### config.mk
export PLATFORM = sky130hd
export DESIGN_NAME = arbiter_4
export DESIGN_NICKNAME = d
export VERILOG_FILES = /design/src/rtl/arbiter_4.sv
export SDC_FILE = /design/constraint.sdc
export NUM_CORES = 1
export LEC_CHECK = 0
export ABC_AREA = 1
export ABC_CLOCK_PERIOD_IN_PS = 3900
export CAP_MARGIN = 40
export CORE_AREA = 5 5 42 44
export CTS_CLUSTER_SIZE = 24
export DETAILED_ROUTE_END_ITERATION = 12
export DIE_AREA = 0 0 47 49
export PLACE_DENSITY_LB_ADDON = 0.25
export SYNTH_ARGS = -nofsm -noshare
export SYNTH_HDL_FRONTEND = slang
export SYNTH_SLANG_ARGS = --single-unit
### constraint.sdc
create_clock -name clk -period 3.9 [get_ports clk]
set_input_delay 1.17 -clock clk [delete_from_list [all_inputs] [get_ports clk]]
set_output_delay 1.17 -clock clk [all_outputs]
set_load 0.02 [all_outputs]
### src/rtl/arbiter_4.sv
// arbiter_4: four-client hold-until-release arbiter with hold limit; define ARB_ROUND_ROBIN_EN for rotating priority
module arbiter_4 #(
    parameter int HOLD_MAX = 15,
    parameter int CNT_W    = 4
) (
    input  logic       clk,
    input  logic       rst,
    input  logic [3:0] req,
    input  logic       done,
    output logic [3:0] gnt,
    output logic [1:0] gnt_id,
    output logic       valid,
    output logic       timeout
);
    typedef enum logic {IDLE, GRANT} state_t;
    localparam logic [CNT_W-1:0] HOLD_LIM = CNT_W'(HOLD_MAX);
    state_t           state_q, state_d;
    logic [3:0]       gnt_q, gnt_d;
    logic [1:0]       id_q, id_d;
    logic             valid_q, valid_d;
    logic             timeout_q, timeout_d;
    logic [CNT_W-1:0] cnt_q, cnt_d;
    logic [1:0]       ptr_q, ptr_d;
    logic [1:0]       base, idx, win;
    logic             found, at_lim, rel;
`ifdef ARB_ROUND_ROBIN_EN
    assign base = ptr_q;
`else
    assign base = 2'd3;
`endif
    assign at_lim = cnt_q == HOLD_LIM;
    assign rel    = done || !req[id_q] || at_lim;
    // descending search from base with wrap; first set bit wins
    always_comb begin
        idx   = base;
        win   = 2'd0;
        found = 1'b0;
        for (int i = 0; i < 4; i++) begin
            idx = base - 2'(i);
            if (req[idx] && !found) begin
                win   = idx;
                found = 1'b1;
            end
        end
    end
    // next state, registered outputs, hold counter and priority pointer
    always_comb begin
        state_d   = state_q;
        gnt_d     = gnt_q;
        id_d      = id_q;
        cnt_d     = cnt_q;
        ptr_d     = ptr_q;
        timeout_d = 1'b0;
        case (state_q)
            IDLE: begin
                cnt_d = '0;
                if (found) begin
                    state_d = GRANT;
                    gnt_d   = 4'b0001 << win;
                    id_d    = win;
                    cnt_d   = CNT_W'(1);
                end
            end
            default: begin
                if (rel) begin
                    state_d   = IDLE;
                    gnt_d     = 4'b0000;
                    id_d      = 2'd0;
                    cnt_d     = '0;
                    ptr_d     = id_q - 2'd1;
                    timeout_d = at_lim && !done && req[id_q];
                end else begin
                    cnt_d = (cnt_q == '1) ? cnt_q : cnt_q + CNT_W'(1);
                end
            end
        endcase
        valid_d = |gnt_d;
    end
    // state register with synchronous reset
    always_ff @(posedge clk) begin
        if (rst) begin
            state_q   <= IDLE;
            gnt_q     <= 4'b0000;
            id_q      <= 2'd0;
            valid_q   <= 1'b0;
            timeout_q <= 1'b0;
            cnt_q     <= '0;
            ptr_q     <= 2'd3;
        end else begin
            state_q   <= state_d;
            gnt_q     <= gnt_d;
            id_q      <= id_d;
            valid_q   <= valid_d;
            timeout_q <= timeout_d;
            cnt_q     <= cnt_d;
            ptr_q     <= ptr_d;
        end
    end
    assign gnt     = gnt_q;
    assign gnt_id  = id_q;
    assign valid   = valid_q;
    assign timeout = timeout_q;
endmodule
* After elaboration in Yosys (flattened, before gate mapping) *
Cells that the tools add are included.

storage, ports and cells
  output and inout bits = 8
  flip-flop bits (word level) = 13

cells by class
  reductions and logical operators = 16
  add/sub/neg operators = 1
  shift-type cells = 1
  mux-type cells = 23
  equality and inequality tests = 3
  bitwise logic cells = 2
  order comparisons = 1

operators by type and width
  cell                   number
  $mux W4                6
  $mux W2                7
  $mux W1                9
  $logic_and A1 B1 Y1    5
  $logic_not A1 Y1       5
  $add A4 B1 Y4 const B  1
  $eq A4 B4 Y1 const B   1
  $reduce_or A4 Y1       1
  $shl A1 B2 Y4 const A  1
  $lt A2 B3 Y1 const B   1
  $ne A3 B2 Y1 const B   1
  $reduce_or A3 Y1       1
  $bmux W1 S2            1
  $logic_or A1 B1 Y1     2
  $ne A2 B1 Y1 const B   1
  $not A1 Y1             2
  $reduce_and A2 Y1      1
  $reduce_bool A2 Y1     1

* Depth between registers and ports, before layout *
Gate-level depths: netlist (run 1).

  word-level depth = 14
  depth in mapped cells = 10

* Worst setup path before layout (run 1) *
Ideal clock, no wire load.

  path type = input to register
  start point = input port req[3]
  end point = register cnt_q[0]
  data required time = 3772 ps
  stages = 5
  path slack = 1941 ps
  data arrival time = 1832 ps
  setup time = 128 ps
  cell sequence = nor2_1 nand2_1 o21ai_0 a21oi_2 a21boi_1

on the way
  word-level cells in the longest chain between the ends = 12
  elaborated cells between the ends (all ways) = 19
  those cells by class = 1 x eq/ne; 9 x mux; 9 x reduce/logical

ends and longest elaborated chain
  what                  line  source
  from (decl)           8     input logic [3:0] req,
  $mux W1               40    if (req[idx] && !found) begin
  $logic_not A1 Y1      40
  $logic_and A1 B1 Y1   40
  $mux W1               40
  $logic_not A1 Y1      40
  $logic_and A1 B1 Y1   40
  $mux W1               40
  $logic_not A1 Y1      40
  $logic_and A1 B1 Y1   40
  $mux W1               40
  $mux W1               57    if (found) begin
  $mux W4               54    case (state_q)
  to (signal assigned)  95    cnt_q <= cnt_d;
  to (decl)             22    logic [CNT_W-1:0] cnt_q, cnt_d;

Several ways; a longest one is shown, not always the timed one. The select of a mux whose other input is x is not followed.
A chain may end at the register's enable or synchronous reset.

* Worst setup path after layout (run 1) *
  start point = register id_q[0], in the netlist gnt_id[0]
  end point = output port gnt_id[0]

RTL lines
  what                    line  source
  from (decl)             19    logic [1:0] id_q, id_d;
  from (signal assigned)  92    id_q <= id_d;
  to (decl)               11    output logic [1:0] gnt_id,

No word-level cell between the ends.

==> flow_summary.ini, run 1 <==
[placement]
portBuffers = 14
place.gp.congestion = 0.841
hpwl_um = 990
dp_cells = 116

[setup_path]
rr_worst_depth = 8
r2r_slack_ns = 2.53
slowest_delay_ns = 0.63
crit_fanout = 5
cp.arrival_ns = 1.30
crit_type = flop to output pin
crit_chain = clkdlybuf4s50_1
critical_path_buf_inv_count = 1
crit_family = buffers and inverters
worstSetupEndpointType = output pin
r2r_start = cnt_q[0]$_SDFFE_PP0P_
worstPathRequired_ns = 2.73
cp-start-kind = flop
r2r-end = gnt_id[0]$_SDFFE_PP0P_
cp_slowest_cell = clkdlybuf4s50_1

[cells_and_area]
regArea_um2 = 260
syn_to_final_growth_pct = 29.1
drive_above_1_share_pct = 9.62
fin_cells = 120
fillers = 140
multi_input_area_um2 = 317
antenna_cells = 0
fin_nets = 113
final_util_pct = 57.4

[route]
drt_iter0_drc = 10
drc = 0
drtPass1Iterations = 4
routedWlPerCell_um = 10.5
ant_nets = 0
via_per_inst = 4.98
routed_wl_mm = 1.26
vias = 598

[global_routing]
grt_first_pass_wirelength_mm = 2.03
track_usage_pct = 12.1
grt_max_degree = 11
grt.overflow.total = 0
grt_pass1_vias = 484
antenna_found_initial = 0

[status]
status = complete, no violations

[die]
dieArea_um2 = 2300
fp.dieH_um = 49
io_pins = 15
start_util_pct = 44.5
die_x_um = 47
rows = 14
coreArea_um2 = 1400

[yosys]
synth_nets = 95
netlist-cell-type-count = 20
synth_area_um2 = 623
ys_seq_area_share_pct = 41.8
syn_avg_cell_area_um2 = 7.16
ys_seq_elements = 13
ys_top_cells_by_area = dfxtp_1, nand2_1, nand3_1, inv_1, o21ai_0
yosys_warnings = 0
yosys.area.top_type = dfxtp_1
netlist_instances = 87
synth_top_area_share_pct = 41.8

[power]
leakagePower_uw = 0.000357
swShare_pct = 27.9
switchingPower_uw = 77.9
p_seq_share_pct = 51.5
combPwrFrac_pct = 19.2
clockPowerShare_pct = 29.3
ir_drop_mv = 0.186
p_per_area_nw_per_um2 = 347
p_int_uw = 202

[timing]
finalCriticalPeriod_ns = 2.47
tightest_slew_ns = 0.429
min_period_over_period_pct = 63.3
hold_ws_ns = 0.474
skew_ns = 0.00316
max_freq_mhz = 405
rsz0062_at_grt = false
setup_tns_ns = 0
finalHoldViolCount = 0
max_slew_margin_pct = 71.1
finalSetupViolCount = 0
finalMaxSlewViolations = 0

[min_path]
hold_path_startpoint = cnt_q[0]$_SDFFE_PP0P_
hold_depth = 1
hold_end = cnt_q[0]$_SDFFE_PP0P_
min_path_type = flop to flop

[clock_tree]
cts_hold_buf = 0
cts_setup_buffers = 0
cts_sinks = 13
clk_latency_ns = 0.27
htreeDepth = 1
cts_resized = 0
clockBufferDepth = 2
clk_pin_slew_worst_paths_ns = 0.08
cts_tree = built
root_buffer = clkbuf_4
cts_buffers = 3

[run]
maxCapViolCount = 0
[Yosys cell counts, drive strengths merged]
cell,count
a21boi,1
a21oi,5
buf,1
dfxtp,13
ha,1
inv,11
nand2,28
nand3,8
nand4,3
nor2,5
nor3,3
o21ai,5
o21bai,1
xnor2,1
xor2,1
[stage by stage]
| step | area [µm²] | total power [µW] | setup WS (ns) |
|---|---|---|---|
| final | 805 | 279 | 1.43 |
| after global routing | 805 | 299 | 1.36 |
| after CTS | 805 | 284 | 1.41 |
| after detailed placement | 778 | 201 | 1.25 |
| after global placement | 778 | 200 | 1.23 |
| after floorplan | 623 | 180 | 1.94 |
[flip-flops by register name, summed over array words and instances (netlist names)]
register	flops
gnt_id	2
valid	1
gnt	4
cnt_q	4
state_q	1
timeout	1
[layout make-up]
cell class,instances,share of cell area [%]
Multi-Input combinational cell,62,39.3
Sequential cell,13,32.3
Timing Repair Buffer,14,17.4
Inverter,11,5.13
Clock buffer,4,3.27
Tap cell,16,2.49
[routing by layer]
metal / track usage [%] / routed length [µm] / vias to the layer above
met5: 0 / 0 / -
met4: 8.29 / 41 / 0
met3: 3.32 / 70 / 5
met2: 15.2 / 518 / 12
met1: 17.3 / 627 / 265
li1: - / - / 316
[kinds of logic (layout without fill, tap and decap cells)]
family	after synthesis	after routing	share of synthesized area, %
AO/OA/AOI/OAI	12	12	11.0
XOR/XNOR	2	2	2.81
adder cells (fa/ha/maj)	1	1	2.01
buffers and inverters	12	29	7.43
flip-flops	13	13	41.8
AND/OR/NAND/NOR	47	47	34.9
[power by group through the flow]
| stage | Combinational [µW] | Clock (µW) | Sequential, µW |
|---|---|---|---|
| after floorplan | 28.1 | 0 | 151 |
| after global placement | 53.4 | 0 | 147 |
| after detailed placement | 53.5 | 0 | 147 |
| after CTS | 53.8 | 86.2 | 144 |
| after global routing | 59.6 | 94.9 | 145 |
| final | 53.6 | 82.0 | 144 |
[worst max path at each step]
stage	start	to	cells after the start
2_1_floorplan	req[3]	cnt_q[0]$_SDFFE_PP0P_	5
3_3_place_gp	req[2]	cnt_q[0]$_SDFFE_PP0P_	6
3_5_place_dp	req[2]	cnt_q[0]$_SDFFE_PP0P_	6
4_1_cts	gnt_id[0]$_SDFFE_PP0P_	gnt_id[0]	1
5_1_grt	gnt_id[0]$_SDFFE_PP0P_	gnt_id[0]	1
6_report	gnt_id[0]$_SDFFE_PP0P_	gnt_id[0]	1
[placed cells by master, fill, tap and decap left out, types with 3 or more instances in the layout]
| cell | instances |
|---|---|
| nand3_1 | 6 |
| nor3_1 | 3 |
| inv_1 | 8 |
| a21oi_1 | 4 |
| dfxtp_1 | 13 |
| clkbuf_4 | 3 |
| clkdlybuf4s50_1 | 14 |
| inv_2 | 3 |
| nand2_1 | 27 |
| nand4_1 | 3 |
| o21ai_0 | 5 |
| nor2_1 | 5 |
No activity file was read; power rests on OpenSTA's default activity.
==> run 2, diff against run 1 <==
- ABC_CLOCK_PERIOD_IN_PS: 3900 -> 2100
- CORE_AREA: 5 5 42 44 -> default
- CORE_MARGIN: default -> 5
- CORE_UTILIZATION: default -> 41
- DIE_AREA: 0 0 47 49 -> default
- clock period: 3.9 -> 2.1 ns (I/O delays scaled with it)
==> run 2 against run 1 <==
Against the previous run: routed wire length increased by 7.2%; flip-flop and latch count did not move; register-to-register slack worse by 1.8 ns; critical path type unchanged; largest power group unchanged; highest routed layer is now met3.
==> flow_summary.ini, run 2 (synthesized netlist as in run 1, its figures left out) <==
[route]
drtPass1Iterations = 5
routedWlPerCell_um = 11.1
routed_wl_mm = 1.35
vias = 628
ant_nets = 0
drc = 0
drt_iter0_drc = 15
via_per_inst = 5.19

[clock_tree]
cts_hold_buf = 0
cts_resized = 0
clockBufferDepth = 2
cts_tree = built
htreeDepth = 1
cts_buffers = 3
cts_sinks = 13
cts_setup_buffers = 0
root_buffer = clkbuf_4
clk_latency_ns = 0.27
clk_pin_slew_worst_paths_ns = 0.08

[placement]
dp_cells = 117
dpl_worst_slack_ns = 0.0402
place.gp.congestion = 0.832
portBuffers = 14
hpwl_mm = 1.10

[timing]
finalSetupViolCount = 0
worst_slack_ns = 0.155
min_period_over_period_pct = 92.6
max_slew_margin_pct = 78.0
tightest_slew_ns = 0.327
max_freq_mhz = 514
finalMaxSlewViolations = 0
setup_tns_ns = 0
rsz0062_at_grt = false
skew_ns = 0.0115
finalHoldViolCount = 0
finalCriticalPeriod_ns = 1.94

[setup_path]
slowest_delay_ns = 0.63
cp-start-kind = flop
crit_type = flop to output pin
critical_path_buf_inv_count = 1
crit_chain = clkdlybuf4s50_1
cp_slowest_cell = clkdlybuf4s50_1
crit_family = buffers and inverters
worstPathRequired_ns = 1.47
r2r_slack_ns = 0.72
crit_fanout = 5
worstSetupEndpointType = output pin
cp.arrival_ns = 1.31

[power]
p_per_area_nw_per_um2 = 638
swShare_pct = 27.6
p_int_uw = 375
switchingPower_uw = 143
ir_drop_mv = 0.355
p_seq_share_pct = 51.7
leakagePower_uw = 0.000362
clockPowerShare_pct = 28.6
combPwrFrac_pct = 19.6

[global_routing]
track_usage_pct = 11.9
grt_pass1_vias = 556
antenna_found_initial = 0
grt_first_pass_wirelength_mm = 2.32
grt_max_degree = 9
grt.overflow.total = 0

[die]
rows = 14
dieArea_um2 = 2400
io_pins = 15
die_x_um = 49.0
start_util_pct = 42.3
coreArea_um2 = 1470
fp.dieH_um = 49.0

[cells_and_area]
layout_commonest_cell = nand2_1
fin_nets = 114
multi_input_area_um2 = 317
layout_common_cells = nand2_1, clkdlybuf4s50_1, dfxtp_1
drive_above_1_share_pct = 10.5
fillers = 145
regArea_um2 = 260
syn_to_final_growth_pct = 30.3
antenna_cells = 0
fin_cells = 121

[run]
maxCapViolCount = 0

[min_path]
min_path_type = flop to flop

[status]
status = complete, no violations
run 2: cell types whose count changed in the layout (fill, tap and decap cells not counted), sizes merged:
| cell | change |
|---|---|
| buf | +1 |
run 2: cell type report:
cell class / instances / share of cell area (%)
Sequential cell: 13 / 32.0
Tap cell: 16 / 2.47
Multi-Input combinational cell: 62 / 39.0
Inverter: 11 / 5.08
Timing Repair Buffer: 15 / 18.2
Clock buffer: 4 / 3.24
run 2: layer usage:
metal | wire, µm | track usage, % | up-vias
met5 | 0 | 0 | -
met4 | 0 | 4.04 | 0
met3 | 109 | 2.75 | 0
met2 | 615 | 17.2 | 28
met1 | 624 | 17.1 | 284
li1 | - | - | 316
run 2: metrics by stage:
stage                     total power, µW  util (%)  cell area, µm²  hold slack [ns]
after CTS                             525      55.2             812            0.484
final                                 518      55.2             812            0.477
after global placement                374      53.4             786            0.460
after global routing                  556      55.2             812            0.514
after floorplan                       333         -             623            0.435
after detailed placement              375      53.4             786            0.467
run 2: final timing paths:
check	start	end	depth (start not counted)
max	gnt_id[0]$_SDFFE_PP0P_	gnt_id[0]	1
min	cnt_q[0]$_SDFFE_PP0P_	cnt_q[0]$_SDFFE_PP0P_	1
max reg2reg	cnt_q[0]$_SDFFE_PP0P_	gnt_id[0]$_SDFFE_PP0P_	8
min reg2reg	cnt_q[0]$_SDFFE_PP0P_	cnt_q[0]$_SDFFE_PP0P_	1
run 2: power by group through the flow:
stage	combinational (µW)	clock (µW)	sequential, µW
after floorplan	52.2	0	281
after global placement	101	0	273
after detailed placement	102	0	274
after CTS	102	156	268
after global routing	112	174	270
final	102	148	268
==> run 3, diff against run 2 <==
--- a/config.mk
+++ b/config.mk
@@ -14,3 +14,3 @@
 export DETAILED_ROUTE_END_ITERATION = 12
-export PLACE_DENSITY_LB_ADDON = 0.25
+export PLACE_DENSITY = 0.71
 export SYNTH_ARGS = -nofsm -noshare
@@ -18 +18,2 @@
 export SYNTH_SLANG_ARGS = --single-unit
+export TNS_END_PERCENT = 100
--- a/constraint.sdc
+++ b/constraint.sdc
@@ -3,2 +3,2 @@
 set_output_delay 0.63 -clock clk [all_outputs]
-set_load 0.02 [all_outputs]
+set_load 0.005 [all_outputs]
==> run 3 against run 2 <==
Against the previous run: clock skew down 0.0062 ns; highest routed layer is now met4; clock-buffer cell count unchanged; largest power group unchanged; routed wire length down 3.2%; combinational power down 9.5%; clock power up 6%; non-clock buffer count unchanged.
==> flow_summary.ini, run 3 (synthesized netlist as in run 1, its figures left out) <==
[clock_tree]
htreeDepth = 1
cts_buffers = 3
cts_setup_buffers = 0
clockBufferDepth = 2
cts_resized = 0
clk_latency_ns = 0.28
cts_tree = built
cts_sinks = 13
clk_pin_slew_worst_paths_ns = 0.08
root_buffer = clkbuf_4
cts_hold_buf = 0

[setup_path]
cp-start-kind = flop
slowest_delay_ns = 0.53
crit_chain = clkdlybuf4s50_1
crit_family = buffers and inverters
worstPathRequired_ns = 1.47
crit_fanout = 5
rr_worst_depth = 8
r2r_slack_ns = 0.74
worstSetupEndpointType = output pin
r2r-end = gnt_id[0]$_SDFFE_PP0P_
crit_type = flop to output pin
cp.arrival_ns = 1.21
r2r_start = cnt_q[0]$_SDFFE_PP0P_
cp_slowest_cell = clkdlybuf4s50_1
critical_path_buf_inv_count = 1

[die]
dieArea_um2 = 2400
fp.dieH_um = 49.0
start_util_pct = 42.3
rows = 14
coreArea_um2 = 1470
io_pins = 15
die_x_um = 49.0

[power]
power.total_uw = 517
ir_drop_mv = 0.292
leakagePower_uw = 0.000362
p_per_area_nw_per_um2 = 637

[timing]
tightest_slew_ns = 0.344
finalMaxSlewViolations = 0
finalCriticalPeriod_ns = 1.84
min_period_over_period_pct = 87.6
setup_tns_ns = 0
skew_ns = 0.00531
max_slew_margin_pct = 76.8
finalHoldViolCount = 0
max_freq_mhz = 543
finalSetupViolCount = 0
rsz0062_at_grt = false

[min_path]
hold_path_startpoint = cnt_q[0]$_SDFFE_PP0P_
hold_depth = 1
min_path_type = flop to flop
hold_end = cnt_q[0]$_SDFFE_PP0P_

[global_routing]
grt_max_degree = 9
grt.overflow.total = 0
grt_first_pass_wirelength_mm = 2.26
track_usage_pct = 11.8
grt_pass1_vias = 564
antenna_found_initial = 0

[placement]
hpwl_mm = 1.06
place.gp.congestion = 0.863
portBuffers = 14

[route]
ant_nets = 0
drtPass1Iterations = 4
routed_wl_mm = 1.31
via_per_inst = 5.08
routedWlPerCell_um = 10.8
drc = 0
vias = 615
drt_iter0_drc = 16

[cells_and_area]
antenna_cells = 0
layout_commonest_cell = nand2_1
fillers = 149
syn_to_final_growth_pct = 30.3
layout_common_cells = nand2_1, clkdlybuf4s50_1, dfxtp_1
drive_above_1_share_pct = 10.5
fin_nets = 114

[run]
maxCapViolCount = 0

[status]
status = complete, no violations
-- run 3: cell counts in the layout (fill, tap and decap cells not counted) --
Identical to the previous run, type by type.
-- run 3: area by class of cell --
type                       instances  area [µm²]  share of cell area, %
clock buffer                       4        26.3                   3.24
inverter                          11        41.3                   5.08
multi-input combinational         62         317                   39.0
sequential                        13         260                   32.0
tap                               16        20.0                   2.47
timing repair buffer              15         148                   18.2
-- run 3: layer usage --
metal	global-route usage, %	share of wire, %
met1	14.0	44
met3	4.28	7.2
met4	6.73	1.8
met5	0	0
met2	18.3	47
-- run 3: per-stage QoR --
step / std cells / setup slack (ns) / instance area [µm²] / utilization (%) / hold slack [ns]
finish: 121 / 0.260 / 812 / 55.2 / 0.479
global placement: 117 / 0.0338 / 786 / 53.4 / 0.458
global route: 121 / 0.191 / 812 / 55.2 / 0.518
floorplan: 87 / 0.681 / 623 / - / 0.435
CTS: 121 / 0.240 / 812 / 55.2 / 0.479
detailed placement: 117 / 0.0175 / 786 / 53.4 / 0.464
-- run 3: worst max path at each step --
stage / startpoint / depth (start not counted) / slack [ns] / end
floorplan: req[3] / 5 / 0.68 / cnt_q[0]$_SDFFE_PP0P_
global placement: req[2] / 6 / 0.03 / cnt_q[0]$_SDFFE_PP0P_
detailed placement: req[2] / 6 / 0.02 / cnt_q[0]$_SDFFE_PP0P_
CTS: gnt_id[0]$_SDFFE_PP0P_ / 1 / 0.24 / gnt_id[0]
global route: req[2] / 6 / 0.19 / cnt_q[0]$_SDFFE_PP0P_
finish: gnt_id[0]$_SDFFE_PP0P_ / 1 / 0.26 / gnt_id[0]
-- run 3: power breakdown --
| part | internal, µW | leakage (µW) | switching [µW] |
|---|---|---|---|
| clock | 73.8 | 0.0000150 | 83.3 |
| combinational | 43.0 | 0.000240 | 49.4 |
| sequential | 258 | 0.000107 | 9.04 |
| total | 375 | 0.000362 | 142 |
==> edit: new RTL, config.mk and constraints of run 3 <==
The option `ARB_ROUND_ROBIN_EN` is turned on by a define.
--- a/src/rtl/arbiter_4.sv
+++ b/src/rtl/arbiter_4.sv
@@ -1,4 +1,6 @@
 // arbiter_4: four-client hold-until-release arbiter with hold limit; define ARB_ROUND_ROBIN_EN for rotating priority
+`define ARB_ROUND_ROBIN_EN
+
 module arbiter_4 #(
     parameter int HOLD_MAX = 15,
     parameter int CNT_W    = 4
Check against the original RTL: not equivalent (a bounded check fails within 4 cycles, from zero or initial values and one cycle with rst high).
==> edit against run 3 <==
Die area increased by 37%. Register-to-register slack got worse by 0.48 ns. Utilization increased by 1.4 points. Cell area increased by 51%. Wire length increased by 76%. Maximum frequency decreased by 2.1%. Sequential share of layout area decreased by 7.5 points. Worst setup slack got worse by 0.039 ns. Sequential cell count increased by 2. Synthesized area increased by 47%. Total power increased to 3.2 times the old value.
==> edit: results (changes against run 3) <==
- The core box area is 2170 um^2 (+47%).
- The cell area reported after detailed placement is 1139 um^2 (+45%).
- The worst hold path begins at state_q$_SDFF_PP0_.
- The setup slack on the worst flop-to-flop path came to 0.26 ns (-0.48 ns).
- The worst hold path cell count is 2 (+1).
- The global router's overall resource usage was 14.80% (+2.9 points).
- The pin count of the biggest net entering global routing is 11 (+2).
- The post-synth net total is 160 (+68%).
- After synthesis, the most frequently instantiated cells are nand2_1, dfxtp_1, inv_1.
- The highest ir drop seen on vdd is 0.0006637 V (+130%).
- The sequential fraction of the synthesis area is 32.70% (-9.1 points).
- The number of different library cells in the post-synthesis netlist came to 24 (+20%).
- In this run the critical register-to-register path is launched from base[1]$_SDFFE_PP1P_.
- The run finished with clean final reports.
- The worst hold slack across all endpoints is 0.5004 ns (+0.02166 ns).
- The detailed router's first-iteration violation count came to 31 (+15).
- The area occupied by multi-input gates is 584.3 um^2 (+85%).
- The portion of the layout cell area used by clock cells is 2.138% (-1.1 points).
- The critical path data arrival time is 1.25 ns (+0.04 ns).
- The HPWL after detailed placement is 1736 um (+64%).
- The worst-case setup slack after placement is -0.3157 ns (-0.3332 ns).
- The wire length of the first global-routing pass is 3870 um (+71%).
- The number of placed instances with taps included was 200 (+71%).
- The largest fanout on the critical path is 7 (+2).
- The via-per-instance ratio is 5.059 (-0.47%).
- The layout filler cell count is 224 (+50%).
- The placer congestion estimate is 0.8082 (-6.3%).
- The final instance count without filler cells is 205 (+69%).
- The final worst clock skew was 0.008558 ns (+0.003251 ns).
- The most used flip-flop cell after synthesis is dfxtp_1.
- The worst hold path terminates at timeout$_SDFF_PP0_.
- By area the synthesized netlist is led by dfxtp_1, nand2_1, nand3_1, inv_1, nor2_1.
- The number of instances in the synthesized netlist is 152 (+75%).
- The count of plain and timing-repair buffers in the layout was 23 (+8).
- The number of global-route vias before repair is 1015 (+80%).
- The share of final layout cell area taken by non-clock buffers is 17.72% (-0.46 points).
- The net count reported at finish came to 186 (+63%).
- The power per cell area is 1345 nW/um^2 (+110%).
- The number of inverters outside the clock class in the layout came to 17 (+6).
- The number of sinks driven by the clock tree was 15 (+2).
- The fraction of standard cell area that is sequential was 24.54% (-7.5 points).
- The number of combinational gates with multiple inputs was 118 (+90%).
[edit: changes by cell type after synthesis, moves of 2 or more]
cell	delta
inv_1	+6
nand3_1	+6
a21oi_1	+5
nand2_1	+36
nor3_1	-3
dfxtp_1	+2
nor2_1	+8
[edit: power breakdown]
part	switching (mW)	internal [mW]	total, mW	leakage (nW)
clock	0.0899	0.0738	0.164	0.0150
sequential	0.103	0.375	0.478	0.123
combinational	0.565	0.446	1.01	0.502
total	0.758	0.895	1.65	0.640
[edit: timing repair]
action,4_1_cts,5_1_grt
setup buffers,0,1
endpoints found under the setup margin,1,6
resized for setup,2,22
pin swaps,0,8
[edit: cell families (layout without fill, tap and decap cells)]
group / after synthesis / count (layout) / synth area share [%]
buffers and inverters: 19 / 44 / 8.582
AND/OR/NAND/NOR: 98 / 98 / 45.23
flip-flops: 15 / 15 / 32.70
adder cells (fa/ha/maj): 1 / 1 / 1.362
XOR/XNOR: 2 / 2 / 1.908
AO/OA/AOI/OAI: 17 / 17 / 10.22
[edit: how the worst max path moves through the flow]
stage | startpoint | to | slack, ns | depth (start not counted)
after floorplan | req[1] | valid$_SDFF_PP0_ | 0.32 | 14
after global placement | req[1] | valid$_SDFF_PP0_ | -0.29 | 13
after detailed placement | req[1] | valid$_SDFF_PP0_ | -0.32 | 15
after CTS | req[1] | valid$_SDFF_PP0_ | 0.02 | 15
after global routing | base[0]$_SDFFE_PP1P_ | valid$_SDFF_PP0_ | 0.04 | 14
final | gnt_id[0]$_SDFFE_PP0P_ | gnt_id[0] | 0.22 | 1
[edit: metal layers]
metal  track usage, %  wire (um)  up-vias
met1            16.05        976      480
li1                 -          -      532
met5                0          0        -
met3            3.167         69        5
met2            27.08       1217       20
met4            6.954         38        0
